**src/rtl/hamnhan_axi_master_if.sv**
```systemverilog
// hamnhan_axi_master_if: command/response and AXI4-Lite signal bundle for hamnhan_axi_master
interface hamnhan_axi_master_if #(parameter int C_M_AXI_ADDR_WIDTH = 32);
  logic                          CMD_VALID;
  logic                          CMD_READY;
  logic                          CMD_WR;
  logic [C_M_AXI_ADDR_WIDTH-1:0] CMD_ADDR;
  logic [31:0]                   CMD_WDATA;
  logic                          RSP_VALID;
  logic                          RSP_READY;
  logic [31:0]                   RSP_RDATA;
  logic [1:0]                    RSP_RESP;
  logic [C_M_AXI_ADDR_WIDTH-1:0] M_AXI_AWADDR;
  logic                          M_AXI_AWVALID;
  logic                          M_AXI_AWREADY;
  logic [31:0]                   M_AXI_WDATA;
  logic [3:0]                    M_AXI_WSTRB;
  logic                          M_AXI_WVALID;
  logic                          M_AXI_WREADY;
  logic [1:0]                    M_AXI_BRESP;
  logic                          M_AXI_BVALID;
  logic                          M_AXI_BREADY;
  logic [C_M_AXI_ADDR_WIDTH-1:0] M_AXI_ARADDR;
  logic                          M_AXI_ARVALID;
  logic                          M_AXI_ARREADY;
  logic [31:0]                   M_AXI_RDATA;
  logic [1:0]                    M_AXI_RRESP;
  logic                          M_AXI_RVALID;
  logic                          M_AXI_RREADY;
  modport master (
    input  CMD_VALID, CMD_WR, CMD_ADDR, CMD_WDATA, RSP_READY,
           M_AXI_AWREADY, M_AXI_WREADY, M_AXI_BRESP, M_AXI_BVALID,
           M_AXI_ARREADY, M_AXI_RDATA, M_AXI_RRESP, M_AXI_RVALID,
    output CMD_READY, RSP_VALID, RSP_RDATA, RSP_RESP,
           M_AXI_AWADDR, M_AXI_AWVALID, M_AXI_WDATA, M_AXI_WSTRB, M_AXI_WVALID,
           M_AXI_BREADY, M_AXI_ARADDR, M_AXI_ARVALID, M_AXI_RREADY
  );
  modport slave (
    output CMD_VALID, CMD_WR, CMD_ADDR, CMD_WDATA, RSP_READY,
           M_AXI_AWREADY, M_AXI_WREADY, M_AXI_BRESP, M_AXI_BVALID,
           M_AXI_ARREADY, M_AXI_RDATA, M_AXI_RRESP, M_AXI_RVALID,
    input  CMD_READY, RSP_VALID, RSP_RDATA, RSP_RESP,
           M_AXI_AWADDR, M_AXI_AWVALID, M_AXI_WDATA, M_AXI_WSTRB, M_AXI_WVALID,
           M_AXI_BREADY, M_AXI_ARADDR, M_AXI_ARVALID, M_AXI_RREADY
  );
endinterface

```
**src/rtl/hamnhan_axi_master.sv**
```systemverilog
// hamnhan_axi_master: single-outstanding AXI4-Lite initiator driven by a command/response port.
// Defining HAMNHAN_MST_TIMEOUT_EN adds a watchdog on the B/R wait states.
module hamnhan_axi_master #(
  parameter int C_M_AXI_ADDR_WIDTH = 32,
  parameter int C_TIMEOUT_CYCLES   = 16
) (
  input logic                  M_AXI_ACLK,
  input logic                  M_AXI_ARESETN,
  hamnhan_axi_master_if.master bus
);
  typedef enum logic [2:0] {IDLE, WR_AW_W, WR_B, RD_AR, RD_R, RSP} state_t;
  state_t state, state_n;
  logic accept, b_hs, r_hs, timeout;
  logic [C_M_AXI_ADDR_WIDTH-1:0] cmd_addr;
  assign cmd_addr = bus.CMD_ADDR;
  assign accept = bus.CMD_VALID && bus.CMD_READY;
  assign b_hs = bus.M_AXI_BVALID && bus.M_AXI_BREADY;
  assign r_hs = bus.M_AXI_RVALID && bus.M_AXI_RREADY;
  assign bus.M_AXI_WSTRB = 4'hF;
  if (C_TIMEOUT_CYCLES < 1) begin : g_bad_timeout
    $error("C_TIMEOUT_CYCLES must be at least 1");
  end
`ifdef HAMNHAN_MST_TIMEOUT_EN
  localparam int CW = $clog2(C_TIMEOUT_CYCLES + 1);
  logic [CW-1:0] cnt;
  // restarts on every state change, so it measures time spent in the current wait state
  always_ff @(posedge M_AXI_ACLK or negedge M_AXI_ARESETN)
    if (!M_AXI_ARESETN) cnt <= '0;
    else cnt <= (state_n != state) ? '0 : cnt + 1'b1;
  assign timeout = (state == WR_B || state == RD_R) && cnt == CW'(C_TIMEOUT_CYCLES - 1);
`else
  assign timeout = 1'b0;
`endif
  always_ff @(posedge M_AXI_ACLK or negedge M_AXI_ARESETN)
    if (!M_AXI_ARESETN) state <= IDLE;
    else state <= state_n;
  always_comb begin
    state_n = state;
    case (state)
      IDLE:    if (accept) state_n = bus.CMD_WR ? WR_AW_W : RD_AR;
      WR_AW_W: if ((!bus.M_AXI_AWVALID || bus.M_AXI_AWREADY) && (!bus.M_AXI_WVALID || bus.M_AXI_WREADY)) state_n = WR_B;
      WR_B:    if (b_hs || timeout) state_n = RSP;
      RD_AR:   if (bus.M_AXI_ARVALID && bus.M_AXI_ARREADY) state_n = RD_R;
      RD_R:    if (r_hs || timeout) state_n = RSP;
      RSP:     if (bus.RSP_READY) state_n = IDLE;
      default: state_n = IDLE;
    endcase
  end
  // outputs are registered from the next state so they line up with the state they belong to
  always_ff @(posedge M_AXI_ACLK or negedge M_AXI_ARESETN)
    if (!M_AXI_ARESETN) begin
      bus.CMD_READY     <= 1'b0;
      bus.RSP_VALID     <= 1'b0;
      bus.RSP_RDATA     <= '0;
      bus.RSP_RESP      <= '0;
      bus.M_AXI_AWADDR  <= '0;
      bus.M_AXI_AWVALID <= 1'b0;
      bus.M_AXI_WDATA   <= '0;
      bus.M_AXI_WVALID  <= 1'b0;
      bus.M_AXI_BREADY  <= 1'b0;
      bus.M_AXI_ARADDR  <= '0;
      bus.M_AXI_ARVALID <= 1'b0;
      bus.M_AXI_RREADY  <= 1'b0;
    end else begin
      bus.CMD_READY     <= state_n == IDLE;
      bus.M_AXI_BREADY  <= state_n == WR_B;
      bus.M_AXI_ARVALID <= state_n == RD_AR;
      bus.M_AXI_RREADY  <= state_n == RD_R;
      bus.RSP_VALID     <= state_n == RSP;
      bus.M_AXI_AWVALID <= (accept && bus.CMD_WR) || (bus.M_AXI_AWVALID && !bus.M_AXI_AWREADY);
      bus.M_AXI_WVALID  <= (accept && bus.CMD_WR) || (bus.M_AXI_WVALID && !bus.M_AXI_WREADY);
      if (accept && bus.CMD_WR) begin
        bus.M_AXI_AWADDR <= cmd_addr;
        bus.M_AXI_WDATA  <= bus.CMD_WDATA;
      end
      if (accept && !bus.CMD_WR) bus.M_AXI_ARADDR <= cmd_addr;
      if (b_hs || r_hs || timeout) begin
        bus.RSP_RESP  <= b_hs ? bus.M_AXI_BRESP : r_hs ? bus.M_AXI_RRESP : 2'b10;
        bus.RSP_RDATA <= r_hs ? bus.M_AXI_RDATA : '0;
      end
    end
endmodule

```
**src/flat_wrapper.sv**
```systemverilog
// flat-port wrapper written by rule: the top's interface ports become plain ports
module hamnhan_axi_master_flat 
#(
  parameter int C_M_AXI_ADDR_WIDTH = 32,
  parameter int C_TIMEOUT_CYCLES   = 16
)
  (M_AXI_ACLK, M_AXI_ARESETN, bus_CMD_VALID, bus_CMD_WR, bus_CMD_ADDR, bus_CMD_WDATA, bus_RSP_READY, bus_M_AXI_AWREADY, bus_M_AXI_WREADY, bus_M_AXI_BRESP, bus_M_AXI_BVALID, bus_M_AXI_ARREADY, bus_M_AXI_RDATA, bus_M_AXI_RRESP, bus_M_AXI_RVALID, bus_CMD_READY, bus_RSP_VALID, bus_RSP_RDATA, bus_RSP_RESP, bus_M_AXI_AWADDR, bus_M_AXI_AWVALID, bus_M_AXI_WDATA, bus_M_AXI_WSTRB, bus_M_AXI_WVALID, bus_M_AXI_BREADY, bus_M_AXI_ARADDR, bus_M_AXI_ARVALID, bus_M_AXI_RREADY);
  hamnhan_axi_master_if #(.C_M_AXI_ADDR_WIDTH(C_M_AXI_ADDR_WIDTH)) bus_i ();
  input logic M_AXI_ACLK;
  input logic M_AXI_ARESETN;
  input wire logic [$bits(bus_i.CMD_VALID)-1:0] bus_CMD_VALID;
  input wire logic [$bits(bus_i.CMD_WR)-1:0] bus_CMD_WR;
  input wire logic [$bits(bus_i.CMD_ADDR)-1:0] bus_CMD_ADDR;
  input wire logic [$bits(bus_i.CMD_WDATA)-1:0] bus_CMD_WDATA;
  input wire logic [$bits(bus_i.RSP_READY)-1:0] bus_RSP_READY;
  input wire logic [$bits(bus_i.M_AXI_AWREADY)-1:0] bus_M_AXI_AWREADY;
  input wire logic [$bits(bus_i.M_AXI_WREADY)-1:0] bus_M_AXI_WREADY;
  input wire logic [$bits(bus_i.M_AXI_BRESP)-1:0] bus_M_AXI_BRESP;
  input wire logic [$bits(bus_i.M_AXI_BVALID)-1:0] bus_M_AXI_BVALID;
  input wire logic [$bits(bus_i.M_AXI_ARREADY)-1:0] bus_M_AXI_ARREADY;
  input wire logic [$bits(bus_i.M_AXI_RDATA)-1:0] bus_M_AXI_RDATA;
  input wire logic [$bits(bus_i.M_AXI_RRESP)-1:0] bus_M_AXI_RRESP;
  input wire logic [$bits(bus_i.M_AXI_RVALID)-1:0] bus_M_AXI_RVALID;
  output wire logic [$bits(bus_i.CMD_READY)-1:0] bus_CMD_READY;
  output wire logic [$bits(bus_i.RSP_VALID)-1:0] bus_RSP_VALID;
  output wire logic [$bits(bus_i.RSP_RDATA)-1:0] bus_RSP_RDATA;
  output wire logic [$bits(bus_i.RSP_RESP)-1:0] bus_RSP_RESP;
  output wire logic [$bits(bus_i.M_AXI_AWADDR)-1:0] bus_M_AXI_AWADDR;
  output wire logic [$bits(bus_i.M_AXI_AWVALID)-1:0] bus_M_AXI_AWVALID;
  output wire logic [$bits(bus_i.M_AXI_WDATA)-1:0] bus_M_AXI_WDATA;
  output wire logic [$bits(bus_i.M_AXI_WSTRB)-1:0] bus_M_AXI_WSTRB;
  output wire logic [$bits(bus_i.M_AXI_WVALID)-1:0] bus_M_AXI_WVALID;
  output wire logic [$bits(bus_i.M_AXI_BREADY)-1:0] bus_M_AXI_BREADY;
  output wire logic [$bits(bus_i.M_AXI_ARADDR)-1:0] bus_M_AXI_ARADDR;
  output wire logic [$bits(bus_i.M_AXI_ARVALID)-1:0] bus_M_AXI_ARVALID;
  output wire logic [$bits(bus_i.M_AXI_RREADY)-1:0] bus_M_AXI_RREADY;
  assign bus_i.CMD_VALID = bus_CMD_VALID;
  assign bus_i.CMD_WR = bus_CMD_WR;
  assign bus_i.CMD_ADDR = bus_CMD_ADDR;
  assign bus_i.CMD_WDATA = bus_CMD_WDATA;
  assign bus_i.RSP_READY = bus_RSP_READY;
  assign bus_i.M_AXI_AWREADY = bus_M_AXI_AWREADY;
  assign bus_i.M_AXI_WREADY = bus_M_AXI_WREADY;
  assign bus_i.M_AXI_BRESP = bus_M_AXI_BRESP;
  assign bus_i.M_AXI_BVALID = bus_M_AXI_BVALID;
  assign bus_i.M_AXI_ARREADY = bus_M_AXI_ARREADY;
  assign bus_i.M_AXI_RDATA = bus_M_AXI_RDATA;
  assign bus_i.M_AXI_RRESP = bus_M_AXI_RRESP;
  assign bus_i.M_AXI_RVALID = bus_M_AXI_RVALID;
  assign bus_CMD_READY = bus_i.CMD_READY;
  assign bus_RSP_VALID = bus_i.RSP_VALID;
  assign bus_RSP_RDATA = bus_i.RSP_RDATA;
  assign bus_RSP_RESP = bus_i.RSP_RESP;
  assign bus_M_AXI_AWADDR = bus_i.M_AXI_AWADDR;
  assign bus_M_AXI_AWVALID = bus_i.M_AXI_AWVALID;
  assign bus_M_AXI_WDATA = bus_i.M_AXI_WDATA;
  assign bus_M_AXI_WSTRB = bus_i.M_AXI_WSTRB;
  assign bus_M_AXI_WVALID = bus_i.M_AXI_WVALID;
  assign bus_M_AXI_BREADY = bus_i.M_AXI_BREADY;
  assign bus_M_AXI_ARADDR = bus_i.M_AXI_ARADDR;
  assign bus_M_AXI_ARVALID = bus_i.M_AXI_ARVALID;
  assign bus_M_AXI_RREADY = bus_i.M_AXI_RREADY;
  hamnhan_axi_master #(.C_M_AXI_ADDR_WIDTH(C_M_AXI_ADDR_WIDTH), .C_TIMEOUT_CYCLES(C_TIMEOUT_CYCLES)) u_core (.M_AXI_ACLK(M_AXI_ACLK), .M_AXI_ARESETN(M_AXI_ARESETN), .bus(bus_i));
endmodule
```
**config.mk**
```make
export PLATFORM = sky130hd
export DESIGN_NAME = hamnhan_axi_master_flat
export DESIGN_NICKNAME = d
export VERILOG_FILES = /design/src/rtl/hamnhan_axi_master_if.sv /design/src/rtl/hamnhan_axi_master.sv /design/src/flat_wrapper.sv
export SDC_FILE = /design/constraint.sdc
export NUM_CORES = 1
export LEC_CHECK = 0
export BUFFER_PORTS_ARGS = -buffer_cell sky130_fd_sc_hd__buf_2
export CAP_MARGIN = 10
export CORE_MARGIN = 10
export CORE_UTILIZATION = 42
export CTS_CLUSTER_SIZE = 10
export DETAILED_ROUTE_END_ITERATION = 8
export MAX_ROUTING_LAYER = met4
export PLACE_DENSITY = 0.75
export SLEW_MARGIN = 20
export SYNTH_ARGS = -nofsm -noshare
export SYNTH_HDL_FRONTEND = slang
export SYNTH_SLANG_ARGS = --single-unit
```
**constraint.sdc**
```tcl
create_clock -name M_AXI_ACLK -period 1.4 [get_ports M_AXI_ACLK]
set_clock_uncertainty 0.1 [all_clocks]
set_input_delay 0.14 -clock M_AXI_ACLK [delete_from_list [all_inputs] [get_ports M_AXI_ACLK]]
set_output_delay 0.14 -clock M_AXI_ACLK [all_outputs]
set_load 0.02 [all_outputs]
```
---- Word level (Yosys, flattened, before mapping) ----
Cells that the tools add are included.
cells by class
  eq/ne operators ......................... 9
  multiplexer cells ....................... 11
  reductions and logical operators ........ 21
operators with widths
  cell                  number
  $mux W32              1
  $mux W3               6
  $pmux W3 S6           1
  $eq A3 B2 Y1 const B  4
  $eq A3 B3 Y1 const B  4
  $logic_and A1 B1 Y1   9
  $logic_not A3 Y1      2
  $mux W2               3
  $logic_not A1 Y1      5
  $logic_or A1 B1 Y1    5
  $eq A3 B1 Y1 const B  1
word-level totals
  register bits ........................... 140
  output and inout bits ................... 141
  logic and storage cells ................. 54

---- Logic depth before layout (Yosys ltp) ----
  depth in word-level cells ............... 6
  depth in mapped cells ................... 5
  mapped depth without buffers ............ 4

---- Least setup slack after synthesis ----
No wires, ideal clock.
  path type ............................... register to register
  start point ............................. register u_core.bus.CMD_READY
  end point ............................... register u_core.bus.M_AXI_AWADDR[16] in the netlist's numbering
  library setup time ...................... 0.128 ns
  data arrival time ....................... 1.320 ns
  data required time ...................... 1.172 ns
  setup slack ............................. -0.147 ns
  cell stages (with the launch flop) ...... 5
  buffers on the path ..................... 2
  clock period less this slack ............ 1.547 ns
  cell sequence ........................... dfrtp_1 -> nand3_1 -> buf_2 -> buf_2 -> mux2_1
on the way
  longest elaborated chain between the ends .. 2
ends and longest elaborated chain
  item                    line                         text
  from (decl)             hamnhan_axi_master_if.sv:33  output CMD_READY, RSP_VALID, RSP_RDATA, RSP_RESP,
  from (signal assigned)  hamnhan_axi_master.sv:52     bus.CMD_READY <= 1'b0;
  from (signal assigned)  hamnhan_axi_master.sv:65     bus.CMD_READY <= state_n == IDLE;
  $logic_and A1 B1 Y1     hamnhan_axi_master.sv:16     assign accept = bus.CMD_VALID && bus.CMD_READY;
  $logic_and A1 B1 Y1     hamnhan_axi_master.sv:72     if (accept && bus.CMD_WR) begin
  to (signal assigned)    hamnhan_axi_master.sv:73     bus.M_AXI_AWADDR <= cmd_addr;
  to (decl)               hamnhan_axi_master_if.sv:34  M_AXI_AWADDR, M_AXI_AWVALID, M_AXI_WDATA, M_AXI_WSTRB, M_AXI_WVALID,
Every way passes these cells.
A chain may end at the register's enable or synchronous reset.

---- Worst setup path in the final report ----
  start point ............................. register u_core.state[2]
  end point ............................... register u_core.bus.M_AXI_ARVALID
on the way
  longest elaborated chain between the ends .. 3
ends and longest elaborated chain
  item                                  line                         text
  from (decl)                           hamnhan_axi_master.sv:12     state_t state, state_n;
  from (signal assigned)                hamnhan_axi_master.sv:36     else state <= state_n;
  $eq A3 B3 Y1 (tied with other cells)  hamnhan_axi_master.sv:39     case (state)
  $pmux W3 S6 (*)                       hamnhan_axi_master.sv:39
  via u_core.state_n[0]                 hamnhan_axi_master.sv:12
  $eq A3 B2 Y1 (*)                      hamnhan_axi_master.sv:67     bus.M_AXI_ARVALID <= state_n == RD_AR;
  to (signal assigned)                  hamnhan_axi_master.sv:62     bus.M_AXI_ARVALID <= 1'b0;
  to (signal assigned)                  hamnhan_axi_master.sv:67
  to (decl)                             hamnhan_axi_master_if.sv:35  M_AXI_BREADY, M_AXI_ARADDR, M_AXI_ARVALID, M_AXI_RREADY
Mark *: on every way through the listed nets, which the timed path passes. The rest lies on a longest branch.

==> impl_metrics.py <==
metrics = {
    "setup_path": {
        "cp.buffers_inverters": 0,
        "critPathTopFamily": "simple AND/OR/NAND/NOR gates",
        "required_ns": 1.60,
        "start_kind": "register",
        "critPathArrivalTime_ns": 1.69,
        "crit_chain": "and4bb_1, a31oi_4, nand4_1, and2_1",
        "crit_fanout": 7,
        "cpPeakStageDelay_ns": 0.46,
        "crit_path_end_kind": "register",
        "crit_type": "reg -> reg",
        "slowest_stage": "dfrtp_2",
    },
    "placement": {
        "dp_cells": 738,
        "routabilityCongestion": 0.8877,
        "place_ws_ns": -0.07595,
        "hpwl_um": 11020,
        "numPortBuffers": 246,
    },
    "power_and_ir_drop": {
        "p_total_mw": 20.82,
        "vdd_drop_max_mv": 1.213,
        "p_per_area_mw_per_mm2": 2390,
        "leakage_nw": 4.342,
    },
    "routing": {
        "viasPerCell": 4.867,
        "vias": 4278,
        "drtIter0Drc": 180,
        "avgRoutedWirePerCell_um": 19.76,
        "ant_nets": 0,
        "drtPass1Iterations": 4,
        "routed_wl_um": 17370,
        "drc_errors": 0,
    },
    "floorplanning": {
        "ioPinCount": 251,
        "dieArea_sq_mm": 0.01740,
        "core-area_sq_mm": 0.01216,
        "core.rowCount": 40,
        "start_util": 0.4325,
        "fp.dieH_um": 131.9,
        "die_w_um": 131.9,
    },
    "finish": {
        "instances_no_fill": 879,
        "syn_to_final_growth_pct": 65.68,
        "drive_gt1_frac": 0.5113,
        "final_nets": 805,
    },
    "status": {
        "run_status": "finished, violations left",
        "violations": "setup timing",
    },
    "grt": {
        "grt_pass1_wl_um": 27090,
        "gr-total-overflow": 0,
        "grt_pass1_vias": 4956,
        "grt_start_max_net_pins": 41,
        "grtUsageTotal": 0.2011,
        "antenna_found_initial": 3,
    },
    "timing": {
        "rsz0062_at_grt": "true",
        "setup_violations": 5,
        "drv_slew": 0,
        "period_minus_slack_ns": 1.491,
        "fin_crit_sh": 1.065,
        "final_hold_viol_count": 0,
        "setup_ws_ns": -0.09111,
        "hold_ws_ns": 0.02438,
        "fmax_mhz": 670.6,
    },
    "job": {
        "drv_cap": 0,
    },
    "clock_network": {
        "clkSinkCount": 140,
        "htree_levels": 4,
        "clk_pin_slew_ns": 0.06,
        "ctsRootBufferMaster": "clkbuf_16",
        "cts_buffers": 17,
        "clk_latency_ns": 0.41,
        "cts_tree": "built",
        "clockBufferDepth": 2,
    },
    "hold_path": {
        "min_path_type": "in -> reg",
    },
    "synthesis": {
        "synth_warnings": 0,
        "ys_types": 30,
        "synth_area_sq_mm": 0.005260,
        "ys_seq_area_frac": 0.6660,
        "ys_seq_elements": 140,
        "synthCells": 329,
        "avgSynthCellArea_sq_um": 15.99,
    },
}
==> per-stage QoR <==
stage	area [sq um]	setup TNS, ns	utilization
2_1_floorplan	5293	-1.089	-
3_5_place_dp	6832	-0.2431	0.5617
3_3_place_gp	6832	-0.02228	0.5617
6_report	8715	-0.2687	0.7166
4_1_cts	8635	-0.2284	0.7100
5_1_grt	8715	-1.473	0.7166
==> synth_stat cells, drive strengths merged <==
library cell	number	share of area
and3b	2	0.0040
mux2	96	0.21
nand3b	1	0.0014
nand4	1	0.0012
clkbuf	3	0.0021
conb	1	0.00071
dfrtp	140	0.67
nor3	1	0.0019
o211ai	1	0.0024
mux2i	2	0.0038
and4bb	1	0.0024
nor2	3	0.0021
a22oi	1	0.0024
nand3	3	0.0029
nand2	7	0.0055
a31oi	1	0.0024
a21oi	4	0.0045
nand2b	2	0.0024
a21bo	1	0.0019
nor3b	3	0.0052
a32oi	2	0.0033
a22o	32	0.053
buf	18	0.019
and2	3	0.0036
==> routing by layer <==
metal  up-vias  share of wire  routed length, um  global-route usage
li1       1923              -                  -                   -
met1      2137           0.38               6564              0.2093
met2       192           0.53               9180              0.3461
met3        26          0.074               1289             0.07508
met4         0          0.020                339             0.06242
met5         -              0                  0                   -
==> cells by family after synthesis <==
family | Yosys count | synth area share
AO/OA/AOI/OAI | 42 | 0.07017
buffers and inverters | 21 | 0.02117
flip-flops | 140 | 0.6660
multiplexers | 98 | 0.2093
other | 1 | 0.0007129
AND/OR/NAND/NOR | 27 | 0.03259
==> area by class of cell <==
type | instances | area, sq um
Sequential cell | 140 | 3507
Fill cell | 812 | 3447
Timing Repair Buffer | 365 | 2521
Multi-Input combinational cell | 171 | 1723
Clock buffer | 21 | 460.4
Clock inverter | 11 | 285.3
Tap cell | 168 | 210.2
Antenna cell | 3 | 7.507
==> sequential cells by signal (all words and copies together) (netlist names) <==
signal                    cells
u_core.bus.M_AXI_ARADDR      32
u_core.bus.M_AXI_AWADDR      32
u_core.bus.M_AXI_WDATA       32
u_core.bus.RSP_RDATA         32
u_core.state                  3
u_core.bus.RSP_RESP           2
u_core.bus.CMD_READY          1
u_core.bus.M_AXI_ARVALID      1
u_core.bus.M_AXI_AWVALID      1
u_core.bus.M_AXI_BREADY       1
u_core.bus.M_AXI_RREADY       1
u_core.bus.M_AXI_WVALID       1
u_core.bus.RSP_VALID          1
==> timing repair <==
item                                    4_1_cts  5_1_grt
setup buffers                                 0        1
gates resized for setup                       4        9
hold endpoints to repair                    273        0
hold buffers                                104        0
cloned                                        0        1
pin swaps                                     3        4
endpoints found under the setup margin        7       38
==> power breakdown <==
part | internal, mW | leakage, nW | switching, mW
Combinational | 3.34 | 2.27 | 4.80
Clock | 3.98 | 0.354 | 1.63
Sequential | 5.97 | 1.72 | 1.11
Total | 13.3 | 4.34 | 7.53
==> cell usage in the layout, fill, tap and decap left out, types with 2 or more instances in the layout <==
| cell | netlist | layout |
|---|---|---|
| a21oi_1 | 3 | 3 |
| a22o_1 | 32 | 32 |
| and2_1 | 3 | 2 |
| buf_12 | 0 | 9 |
| buf_2 | 14 | 245 |
| buf_4 | 4 | 5 |
| bufinv_16 | 0 | 9 |
| clkbuf_1 | 3 | 2 |
| clkbuf_16 | 0 | 18 |
| clkbuf_8 | 0 | 2 |
| clkinvlp_4 | 0 | 2 |
| conb_1 | 1 | 4 |
| dfrtp_1 | 140 | 137 |
| dfrtp_2 | 0 | 3 |
| diode_2 | 0 | 3 |
| dlygate4sd3_1 | 0 | 104 |
| mux2_1 | 44 | 44 |
| mux2_2 | 52 | 49 |
| mux2_4 | 0 | 3 |
| mux2i_1 | 2 | 2 |
| nand2_1 | 6 | 6 |
| nand2b_1 | 2 | 2 |
| nand3_1 | 3 | 2 |
| nor2_1 | 3 | 2 |
| nor3b_2 | 1 | 3 |
==> worst register-to-register path, delay by kind of cell (launching register included) <==
| family | cells | cell delay (ns) |
|---|---|---|
| compound gates | 1 | 0.19 |
| flops | 1 | 0.46 |
| simple gates | 3 | 0.63 |
==> path summary, 6_finish.rpt <==
| kind | startpoint | to | slack (ns) | cells past startpoint |
|---|---|---|---|---|
| min in group asynchronous | M_AXI_ARESETN | u_core.bus.M_AXI_WDATA[25] | 0.14 | 2 |
| worst min register to register | u_core.bus.M_AXI_WDATA[18] | u_core.bus.M_AXI_WDATA[18] | 0.38 | 1 |
| max in group asynchronous | M_AXI_ARESETN | u_core.bus.M_AXI_AWADDR[9] | 0.54 | 3 |
| worst max-delay path | u_core.state[2] | u_core.bus.M_AXI_ARVALID | -0.09 | 4 |
| worst max register to register | u_core.state[2] | u_core.bus.M_AXI_ARVALID | -0.09 | 4 |
| worst min-delay path | bus_M_AXI_ARREADY | u_core.state[2] | 0.02 | 3 |
Power figures use the tool's default switching activity.
